[config.mk]
export PLATFORM = sky130hd
export DESIGN_NAME = add_pipe_flat
export DESIGN_NICKNAME = d
export VERILOG_FILES = /design/src/rtl/add_pipe_if.sv /design/src/rtl/add_pipe.sv /design/src/flat_wrapper.sv
export SDC_FILE = /design/constraint.sdc
export NUM_CORES = 1
export LEC_CHECK = 0
export CORE_ASPECT_RATIO = 1.4
export CORE_MARGIN = 2
export CORE_UTILIZATION = 45
export CTS_BUF_LIST = sky130_fd_sc_hd__clkbuf_4 sky130_fd_sc_hd__clkbuf_8
export DETAILED_ROUTE_END_ITERATION = 6
export PLACE_DENSITY = 0.8
export SYNTH_ARGS = -nofsm -noshare
export SYNTH_HDL_FRONTEND = slang
export SYNTH_SLANG_ARGS = --single-unit
[constraint.sdc]
create_clock -name Clk -period 2.1 [get_ports Clk]
set_input_delay 0.63 -clock Clk [delete_from_list [all_inputs] [get_ports Clk]]
set_output_delay 0.63 -clock Clk [all_outputs]
set_load 0.05 [all_outputs]
[src/rtl/add_pipe_if.sv]
// Operand/result handshake bundle for add_pipe.
// The producer side drives operands and out_ready; the adder drives the rest.
interface add_pipe_if #(
   parameter int DATAWIDTH = 8
) ();
   logic [DATAWIDTH-1:0] a;
   logic [DATAWIDTH-1:0] b;
   logic                 sub;
   logic                 in_valid;
   logic                 in_ready;
   logic [DATAWIDTH-1:0] sum;
   logic                 cout;
   logic                 ovf;
   logic                 out_valid;
   logic                 out_ready;

   modport master (
      output a, b, sub, in_valid, out_ready,
      input  in_ready, sum, cout, ovf, out_valid
   );

   modport slave (
      input  a, b, sub, in_valid, out_ready,
      output in_ready, sum, cout, ovf, out_valid
   );
endinterface

[src/rtl/add_pipe.sv]
// add_pipe: ripple adder/subtractor cut into STAGES carry slices, one per
// pipeline stage, with valid/ready flow control, overflow and saturation.
module add_pipe #(
   parameter int DATAWIDTH = 8,
   parameter int STAGES    = 2,
   parameter bit SIGNED    = 1'b0,
   parameter bit SATURATE  = 1'b0
) (
   input  logic      Clk,
   input  logic      Rst,
   add_pipe_if.slave bus
);

   localparam int W = DATAWIDTH / STAGES;
   localparam int L = STAGES - 1;

   logic                 en;
   logic [DATAWIDTH-1:0] bx;

   logic [W-1:0]         fa;
   logic [W-1:0]         fb;
   logic                 fc;
   logic                 fv;
   logic                 fs;
   logic [W:0]           fsl;
   logic [DATAWIDTH-1:0] res;
   logic [DATAWIDTH-1:0] satv;
   logic [DATAWIDTH-1:0] sum_d;
   logic                 ovf_u;
   logic                 ovf_s;
   logic                 ovf_d;

   logic [DATAWIDTH-1:0] sum_q;
   logic                 cout_q;
   logic                 ovf_q;
   logic                 vld_q;

   assign en           = !vld_q | bus.out_ready;
   assign bus.in_ready = en;
   assign bx           = bus.sub ? ~bus.b : bus.b;

   // Each stage keeps only the operand slices still to be added and the
   // result slices already produced, so every bit of one op moves together.
   for (genvar k = 0; k < L; k++) begin : g_stage
      localparam int SW = DATAWIDTH - k * W;
      localparam int HW = SW - W;
      localparam int LW = (k + 1) * W;

      logic [SW-1:0] sa;
      logic [SW-1:0] sb;
      logic          cin;
      logic          vin;
      logic          sin;
      logic [W:0]    sl;
      logic [LW-1:0] lo_d;
      logic [LW-1:0] lo_q;
      logic [HW-1:0] ha_q;
      logic [HW-1:0] hb_q;
      logic          c_q;
      logic          s_q;
      logic          v_q;

      if (k == 0) begin : g_head
         assign sa   = bus.a;
         assign sb   = bx;
         assign cin  = bus.sub;
         assign vin  = bus.in_valid;
         assign sin  = bus.sub;
         assign lo_d = sl[W-1:0];
      end else begin : g_body
         assign sa   = g_stage[k-1].ha_q;
         assign sb   = g_stage[k-1].hb_q;
         assign cin  = g_stage[k-1].c_q;
         assign vin  = g_stage[k-1].v_q;
         assign sin  = g_stage[k-1].s_q;
         assign lo_d = {sl[W-1:0], g_stage[k-1].lo_q};
      end

      assign sl = {1'b0, sa[W-1:0]}
                + {1'b0, sb[W-1:0]}
                + {{W{1'b0}}, cin};

      always_ff @(posedge Clk or negedge Rst) begin
         if (!Rst) begin
            ha_q <= '0;
            hb_q <= '0;
            lo_q <= '0;
            c_q  <= 1'b0;
            s_q  <= 1'b0;
            v_q  <= 1'b0;
         end else if (en) begin
            ha_q <= sa[SW-1:W];
            hb_q <= sb[SW-1:W];
            lo_q <= lo_d;
            c_q  <= sl[W];
            s_q  <= sin;
            v_q  <= vin;
         end
      end
   end

   if (L == 0) begin : g_tail1
      assign fa  = bus.a;
      assign fb  = bx;
      assign fc  = bus.sub;
      assign fv  = bus.in_valid;
      assign fs  = bus.sub;
      assign res = fsl[W-1:0];
   end else begin : g_tailn
      assign fa  = g_stage[L-1].ha_q;
      assign fb  = g_stage[L-1].hb_q;
      assign fc  = g_stage[L-1].c_q;
      assign fv  = g_stage[L-1].v_q;
      assign fs  = g_stage[L-1].s_q;
      assign res = {fsl[W-1:0], g_stage[L-1].lo_q};
   end

   assign fsl = {1'b0, fa} + {1'b0, fb} + {{W{1'b0}}, fc};

   // fb is already inverted for subtract, so one sign rule covers both ops.
   assign ovf_u = fs ? !fsl[W] : fsl[W];
   assign ovf_s = (fa[W-1] == fb[W-1])
                & (res[DATAWIDTH-1] != fa[W-1]);
   assign ovf_d = SIGNED ? ovf_s : ovf_u;

   always_comb begin
      satv = fs ? '0 : '1;
      if (SIGNED) begin
         satv = fa[W-1]
              ? {1'b1, {(DATAWIDTH-1){1'b0}}}
              : {1'b0, {(DATAWIDTH-1){1'b1}}};
      end
   end

   assign sum_d = (SATURATE && ovf_d) ? satv : res;

   always_ff @(posedge Clk or negedge Rst) begin
      if (!Rst) begin
         sum_q  <= '0;
         cout_q <= 1'b0;
         ovf_q  <= 1'b0;
         vld_q  <= 1'b0;
      end else if (en) begin
         sum_q  <= sum_d;
         cout_q <= fsl[W];
         ovf_q  <= ovf_d;
         vld_q  <= fv;
      end
   end

   assign bus.sum       = sum_q;
   assign bus.cout      = cout_q;
   assign bus.ovf       = ovf_q;
   assign bus.out_valid = vld_q;

endmodule
[src/flat_wrapper.sv]
// flat-port wrapper written by rule: the top's interface ports become plain ports
module add_pipe_flat 
#(
   parameter int DATAWIDTH = 8,
   parameter int STAGES    = 2,
   parameter bit SIGNED    = 1'b0,
   parameter bit SATURATE  = 1'b0
)
  (Clk, Rst, bus_a, bus_b, bus_sub, bus_in_valid, bus_out_ready, bus_in_ready, bus_sum, bus_cout, bus_ovf, bus_out_valid);
  add_pipe_if #(.DATAWIDTH(DATAWIDTH)) bus_i ();
  input  logic Clk;
  input  logic Rst;
  input wire logic [$bits(bus_i.a)-1:0] bus_a;
  input wire logic [$bits(bus_i.b)-1:0] bus_b;
  input wire logic [$bits(bus_i.sub)-1:0] bus_sub;
  input wire logic [$bits(bus_i.in_valid)-1:0] bus_in_valid;
  input wire logic [$bits(bus_i.out_ready)-1:0] bus_out_ready;
  output wire logic [$bits(bus_i.in_ready)-1:0] bus_in_ready;
  output wire logic [$bits(bus_i.sum)-1:0] bus_sum;
  output wire logic [$bits(bus_i.cout)-1:0] bus_cout;
  output wire logic [$bits(bus_i.ovf)-1:0] bus_ovf;
  output wire logic [$bits(bus_i.out_valid)-1:0] bus_out_valid;
  assign bus_i.a = bus_a;
  assign bus_i.b = bus_b;
  assign bus_i.sub = bus_sub;
  assign bus_i.in_valid = bus_in_valid;
  assign bus_i.out_ready = bus_out_ready;
  assign bus_in_ready = bus_i.in_ready;
  assign bus_sum = bus_i.sum;
  assign bus_cout = bus_i.cout;
  assign bus_ovf = bus_i.ovf;
  assign bus_out_valid = bus_i.out_valid;
  add_pipe #(.DATAWIDTH(DATAWIDTH), .STAGES(STAGES), .SIGNED(SIGNED), .SATURATE(SATURATE)) u_core (.Clk(Clk), .Rst(Rst), .bus(bus_i));
endmodule
# Yosys cells after proc, flatten, opt, wreduce, memory -nomap -nowiden

Index checks and enable logic that the tools add are counted.
Widths: inputs -> output; s select.

Input bits: 21
Output and inout port bits: 12
Word-level logic and storage cells: 20
Register bits: 26

Add/sub/neg operators: 4
Mux-type cells: 2
Bitwise logic cells: 2
Reductions and logical operators: 2

Operators with widths:

| cell            | count |
|---|---|
| $add 4x4->5     | 2 |
| $add 5x1->5     | 2 |
| $mux 8          | 1 |
| $not 8->8       | 1 |
| $logic_not 1->1 | 2 |
| $mux 1          | 1 |
| $or 1x1->1      | 1 |

# Longest topological paths before layout

Gate-level depths: netlist (run 1).

Word-level depth: 4
Gate-level depth with buffers: 7
Gate-level depth less buffers: 7

# Worst setup path before layout (run 1)

OpenSTA, ideal clock, no wires.

Kind: reg-to-output
Start: register u_core.vld_q (netlist: u_core.bus.out_valid)
End: output bus_in_ready
Path buffers: 2
Slack: -0.157 ns
Required time: 1.470 ns
Arrival time: 1.627 ns
Stages on the path, launching flop included: 5
Cells stage by stage: dfrtp_1 nor2b_1 buf_2 inv_2 clkbuf_1

Word-level cells in the longest chain between the ends: 2

Ends and longest elaborated chain:

| item                     | line               | source |
|---|---|---|
| start: declaration       | add_pipe.sv:36     | `logic vld_q;` |
| start signal: assignment | add_pipe.sv:147    | `vld_q <= fv;` |
| $logic_not 1->1          | add_pipe.sv:38     | `assign en = !vld_q \| bus.out_ready;` |
| $or 1x1->1               | add_pipe.sv:38     |  |
| end: declaration         | flat_wrapper.sv:18 | `output wire logic [$bits(bus_i.in_ready)-1:0] bus_in_ready;` |

Every way passes these cells.

# Worst setup path in the final report (run 1)

Start: register u_core.sum_q[7] (netlist: u_core.bus.sum[7])
End: output bus_sum[7]

RTL lines:

| item                     | line               | source |
|---|---|---|
| start: declaration       | add_pipe.sv:33     | `logic [DATAWIDTH-1:0] sum_q;` |
| start signal: assignment | add_pipe.sv:144    | `sum_q <= sum_d;` |
| end: declaration         | flat_wrapper.sv:19 | `output wire logic [$bits(bus_i.sum)-1:0] bus_sum;` |

No word-level cell between the ends.

==> results.json, run 1 <==
{
  "finalPower_mw": 1.83,
  "tightest_slew_ns": 0.490,
  "worstHoldPathType": "reg2reg",
  "clockRootBuffer": "clkbuf_8",
  "synth_seq_area_share_pct": 49.8,
  "cts_tree": "yes",
  "drt_wl_total_um": 2430,
  "fin_util_pct": 62.0,
  "cp_cell_sequence": "clkdlybuf4s50_1",
  "io_buffers": 32,
  "clockBufferDepth": 2,
  "power_density_nw_per_um2": 1050,
  "grt_use_total_pct": 16.2,
  "die_h_um": 67.8,
  "start_util_pct": 46.4,
  "syn_area_um2": 1310,
  "syn_nets": 162,
  "finalCritPeriodShare_pct": 97.5,
  "min_period_ns": 2.05,
  "ys_ff_latch": 26,
  "num_rows": 23,
  "hold_viol_final": 0,
  "power_frac_comb_pct": 43.8,
  "seqPwrFrac_pct": 38.4,
  "die_area_um2": 3360,
  "path_max_fanout": 2,
  "place_area_um2": 1680,
  "ir_drop_v": 0.000476,
  "vias": 1002,
  "status": "completed",
  "gp_congestion": 0.773,
  "hpwl_um": 1870,
  "clock_power_share_pct": 17.8,
  "ys_warn_count": 0,
  "fp.dieW_um": 49.6,
  "setup_tns_ns": 0,
  "drt_iter0_drc": 12,
  "antenna_found_initial": 0,
  "final_common_cell": "nand2_1",
  "finish.instance_area_um2": 1750,
  "crit_slowest_cell": "clkdlybuf4s50_1",
  "final_cells": 208,
  "max_freq_ghz": 0.488,
  "clkLatencyLatePin_ns": 0.27,
  "clock_sinks": 26,
  "synth.distinct_cells": 22,
  "post_cts_buffers": 0,
  "h-tree-depth": 1,
  "syn_inst": 132,
  "maxCapViolations": 0,
  "ios": 33,
  "leakagePower_nw": 0.843,
  "worstPathArrival_ns": 1.42,
  "drive_above_1_share_pct": 18.1,
  "critPathTopFamily": "buffers and inverters",
  "core_um2": 2820,
  "drc": 0,
  "skew_ns": 0.00184,
  "grt_max_degree": 27,
  "yosysTopAreaCellShare_pct": 49.8,
  "place_inst": 204,
  "grt_pass1_wl_um": 4070,
  "switching_share_pct": 40.1,
  "yosys-top-cells-area": "dfrtp_1 50%, nand2_1 12%, ha_1 5.7%",
  "cp-start-kind": "flop",
  "antenna_left": 0,
  "synth_top_cell_by_area": "dfrtp_1",
  "antenna-diode-count": 0,
  "end_kind": "primary output",
  "crit_required_ns": 1.47,
  "viasPerCell": 4.82,
  "wl_per_cell_um": 11.7,
  "overflow": 0,
  "final_cell_mix": "42 x nand2_1, 26 x dfrtp_1, 20 x clkdlybuf4s50_1, 20 x buf_4, 9 x o21ai_0",
  "switchingPower_uw": 734,
  "syn2layout_area_growth_pct": 33.8,
  "slew_viol_final": 0,
  "clkTransAtPathRegs_ns": 0.09,
  "syn_area_per_cell_um2": 9.91,
  "path_buf_inv": 1,
  "path_class": "reg2out",
  "slowest_delay_ns": 0.80,
  "grt_pass1_vias": 1022,
  "drt-pass1-iter-count": 4,
  "max-slew-margin-rel_pct": 67.2,
  "rsz0062_at_grt": "yes",
  "cts_buffers": 3,
  "num-nets-final": 202,
  "setup_viol": 0,
  "internal_power_mw": 1.10
}
==> cells by family after synthesis <==
group / synth area share, %
AND/OR/NAND/NOR: 15.5
flip-flops: 49.8
AO/OA/AOI/OAI: 10.2
XOR/XNOR: 8.04
buffers and inverters: 3.83
adder cells (fa/ha/maj): 10.3
multiplexers: 2.30
==> worst reg2reg max path: stages (launching register included) <==
cell and delay (ns):
dfrtp_1 0.41, fa_1 0.46, inv_1 0.09, fa_1 0.20, nor2b_1 0.05, o21ai_0 0.23, a21boi_0 0.14, o31ai_1 0.23
==> path summary, 6_finish.rpt <==
| path | start | to | slack, ns | cells after the start |
|---|---|---|---|---|
| min in group asynchronous | Rst | u_core.bus.sum[4] | 0.73 | 2 |
| worst max-delay path | u_core.bus.sum[7] | bus_sum[7] | 0.05 | 1 |
| worst max register to register | u_core.fc | u_core.bus.ovf | 0.20 | 7 |
| worst min register to register | u_core.fv | u_core.bus.out_valid | 0.47 | 1 |
| max in group asynchronous | Rst | u_core.g_stage[0].lo_q[0] | 1.13 | 2 |
| worst min-delay path | u_core.fv | u_core.bus.out_valid | 0.47 | 1 |
==> cell usage after synthesis <==
cell type,n
a21o_1,3
nor2_1,5
nand2b_1,1
o31ai_1,1
buf_6,1
a21boi_0,1
o21ai_0,9
buf_2,1
inv_1,4
nor2b_1,2
mux2_4,2
a21oi_1,6
xor2_1,6
ha_1,6
inv_2,1
xnor2_1,6
a31oi_4,1
nor3b_1,1
nand2_1,42
clkbuf_1,4
dfrtp_1,26
fa_1,3
==> cell type report <==
type / instances / area (um2)
fill: 255 / 1070
sequential: 26 / 651
multi-input combinational: 95 / 619
timing repair buffer: 41 / 359
clock buffer: 4 / 55.1
tap: 37 / 46.3
inverter: 5 / 18.8
==> power groups by stage <==
stage | Combinational (mW) | Clock (mW) | Sequential, mW
5_1_grt | 0.859 | 0.348 | 0.722
3_3_place_gp | 0.787 | 0 | 0.710
6_report | 0.802 | 0.325 | 0.704
3_5_place_dp | 0.806 | 0 | 0.717
4_1_cts | 0.808 | 0.330 | 0.706
2_1_floorplan | 0.276 | 0 | 0.978
==> per-stage QoR <==
step                      setup slack (ns)  hold WS [ns]
final                               0.0520         0.474
after global routing               0.00280         0.501
after detailed placement            -0.380         0.451
after global placement              -0.305         0.441
after floorplan                     0.0555         0.334
after CTS                          0.00962         0.474
==> layer usage <==
metal,track usage (%),vias up,share of wire (%)
met5,0,-,0
met4,11.5,0,2.8
met3,0.664,4,1.9
met2,32.2,16,57
met1,15.8,483,38
li1,-,499,-
==> repair_timing <==
item                                    in CTS  in global routing
endpoints found under the setup margin       2                  2
endpoints found under the hold margin        0                  0
resized for setup                            2                  2
hold buffers                                 0                  0
cloned                                       0                  0
==> registers in the layout (all words and copies together) (netlist names) <==
signal,flops
u_core.bus.sum,8
u_core.fa,4
u_core.fb,4
u_core.g_stage.lo_q,4
u_core.bus.cout,1
u_core.bus.out_valid,1
u_core.bus.ovf,1
u_core.fc,1
u_core.fs,1
u_core.fv,1
No activity file was read; power rests on OpenSTA's default activity.
==> run 2, diff against run 1 <==
--- a/config.mk
+++ b/config.mk
@@ -11,6 +11,7 @@
 export CTS_BUF_LIST = sky130_fd_sc_hd__clkbuf_4 sky130_fd_sc_hd__clkbuf_8
 export DETAILED_ROUTE_END_ITERATION = 6
 export PLACE_DENSITY = 0.8
+export SLEW_MARGIN = 0
 export SYNTH_ARGS = -nofsm -noshare
 export SYNTH_HDL_FRONTEND = slang
 export SYNTH_SLANG_ARGS = --single-unit
==> results of run 2 <==
Same layout as run 1: the final DEF is identical, and so are final timing and power.
==> run 3, diff against run 2 <==
==> constraint.sdc (replaced) <==
create_clock -name Clk -period 2 [get_ports Clk]
set_input_delay 0.6 -clock Clk [delete_from_list [all_inputs] [get_ports Clk]]
set_output_delay 0.6 -clock Clk [all_outputs]
set_load 0.05 [all_outputs]
==> run 3 against run 2 <==
  * Die area unchanged
  * Critical path type is now in2reg
  * Sequential share of layout area fell by 0.58 points
  * Total power rose by 5.0%
  * Wire length increased by 2.1%
==> results.json, run 3 (same netlist as run 1, synthesis figures left out) <==
{
  "status": "completed",
  "whs_path_depth": 2,
  "hold_viol_final": 0,
  "gp_congestion": 0.799,
  "ir_drop_v": 0.000660,
  "cts_buffers": 3,
  "grt_use_met2_pct": 31.5,
  "setup_viol": 0,
  "overflow": 0,
  "worstHoldPathType": "reg2reg",
  "drt_wl_total_um": 2480,
  "wl_per_cell_um": 11.9,
  "syn2layout_area_growth_pct": 35.9,
  "core_um2": 2820,
  "min_period_ns": 1.96,
  "antenna_found_initial": 0,
  "r2r_slack_ns": 0.17,
  "crit_required_ns": 2.15,
  "max-slew-margin-rel_pct": 78.8,
  "cts_tree": "yes",
  "power_density_nw_per_um2": 1080,
  "r2r_end": "u_core.bus.ovf",
  "drt_iter0_drc": 8,
  "grt_use_total_pct": 16.4,
  "die_h_um": 67.8,
  "final_cells": 208,
  "tightest_slew_ns": 0.318,
  "pre_cts_slack_ns": -0.449,
  "io_buffers": 32,
  "hpwl_um": 1890,
  "setup_slack_ns": 0.0442,
  "drc": 0,
  "ios": 33,
  "clock_sinks": 26,
  "antenna-diode-count": 0,
  "start_util_pct": 46.4,
  "place_inst": 204,
  "reg2reg_depth": 7,
  "viasPerCell": 4.79,
  "clkTransAtPathRegs_ns": 0.08,
  "grt_use_met3_pct": 1.55,
  "grt_max_degree": 27,
  "antenna_left": 0,
  "clockBufferDepth": 2,
  "largest_reg_flops": 8,
  "die_area_um2": 3360,
  "path_class": "in2reg",
  "clockRootBuffer": "clkbuf_8",
  "drt-pass1-iter-count": 6,
  "n_fill_cell": 264,
  "leakagePower_nw": 0.876,
  "top_usage_layer": "met2",
  "worstPathArrival_ns": 2.10,
  "hold_buffers": 0,
  "grt_pass1_wl_um": 4170,
  "path_max_fanout": 4,
  "max_freq_ghz": 0.511,
  "drive_above_1_share_pct": 20.5,
  "clkLatencyLatePin_ns": 0.26,
  "maxCapViolations": 0,
  "slew_viol_final": 0,
  "fp.dieW_um": 49.6,
  "num_rows": 23,
  "rsz0062_at_grt": "no",
  "rr_startpoint": "u_core.fc",
  "min_to": "u_core.bus.sum[2]",
  "cp-start-kind": "input pin",
  "met1_usage_pct": 17.0,
  "num-nets-final": 202,
  "h-tree-depth": 1,
  "finalCritPeriodShare_pct": 97.8,
  "end_kind": "flop",
  "skew_ns": 0.00420,
  "min_from": "u_core.bus.sum[2]",
  "final_common_cell": "nand2_1",
  "vias": 997,
  "final_cell_mix": "42 x nand2_1, 26 x dfrtp_1, 20 x buf_4",
  "grt_pass1_vias": 997
}
## run 3: worst max-delay path: stages
cell and delay, ns:
dlygate4sd2_1 0.30, xor2_1 0.17, ha_1 0.33, a21o_1 0.22
a31oi_4 0.15, xnor2_1 0.08, mux2_4 0.25
## run 3: stage by stage
step                      utilization [%]  power (mW)  instance area (um2)  TNS [ns]  hold WS [ns]
after floorplan                         -        1.32                 1320         0         0.304
after global placement               59.6        1.57                 1680     -1.13         0.441
after detailed placement             59.6        1.59                 1680     -1.32         0.458
after CTS                            61.7        1.92                 1740   -0.0667         0.477
after global routing                 63.0        2.03                 1780         0         0.504
final                                63.0        1.92                 1780         0         0.471
## run 3: layout make-up
type	count	area, um2	share of cell area (%)
Sequential cell	26	651	36.6
Inverter	5	18.8	1.06
Clock buffer	4	55.1	3.10
Multi-Input combinational cell	95	639	36.0
Tap cell	37	46.3	2.61
Timing Repair Buffer	41	367	20.6
## run 3: what timing repair did
item	CTS	global route
endpoints found under the setup margin	4	5
pin swaps	1	3
setup buffers	0	0
gates resized for setup	4	9
endpoints found under the hold margin	0	0
## run 3: worst max-delay path by stage
stage	start	to	slack (ns)	depth (start not counted)
detailed placement	bus_sub	u_core.g_stage[0].lo_q[3]	-0.45	7
global route	bus_sub	u_core.g_stage[0].lo_q[3]	0.004	7
floorplan	bus_sub	u_core.g_stage[0].lo_q[3]	0.002	7
global placement	bus_sub	u_core.g_stage[0].lo_q[3]	-0.37	7
finish	bus_sub	u_core.g_stage[0].lo_q[3]	0.04	7
CTS	bus_b[2]	u_core.g_stage[0].lo_q[3]	-0.04	7
## run 3: power breakdown
part	internal [mW]	total, mW	switching [mW]
clock	0.175	0.325	0.150
sequential	0.662	0.737	0.0750
combinational	0.318	0.859	0.541
## run 3: routing by layer
| layer | up-vias | wire [um] |
|---|---|---|
| li1 | 496 | - |
| met1 | 470 | 977 |
| met2 | 27 | 1350 |
| met3 | 4 | 88 |
| met4 | 0 | 61 |
| met5 | - | 0 |
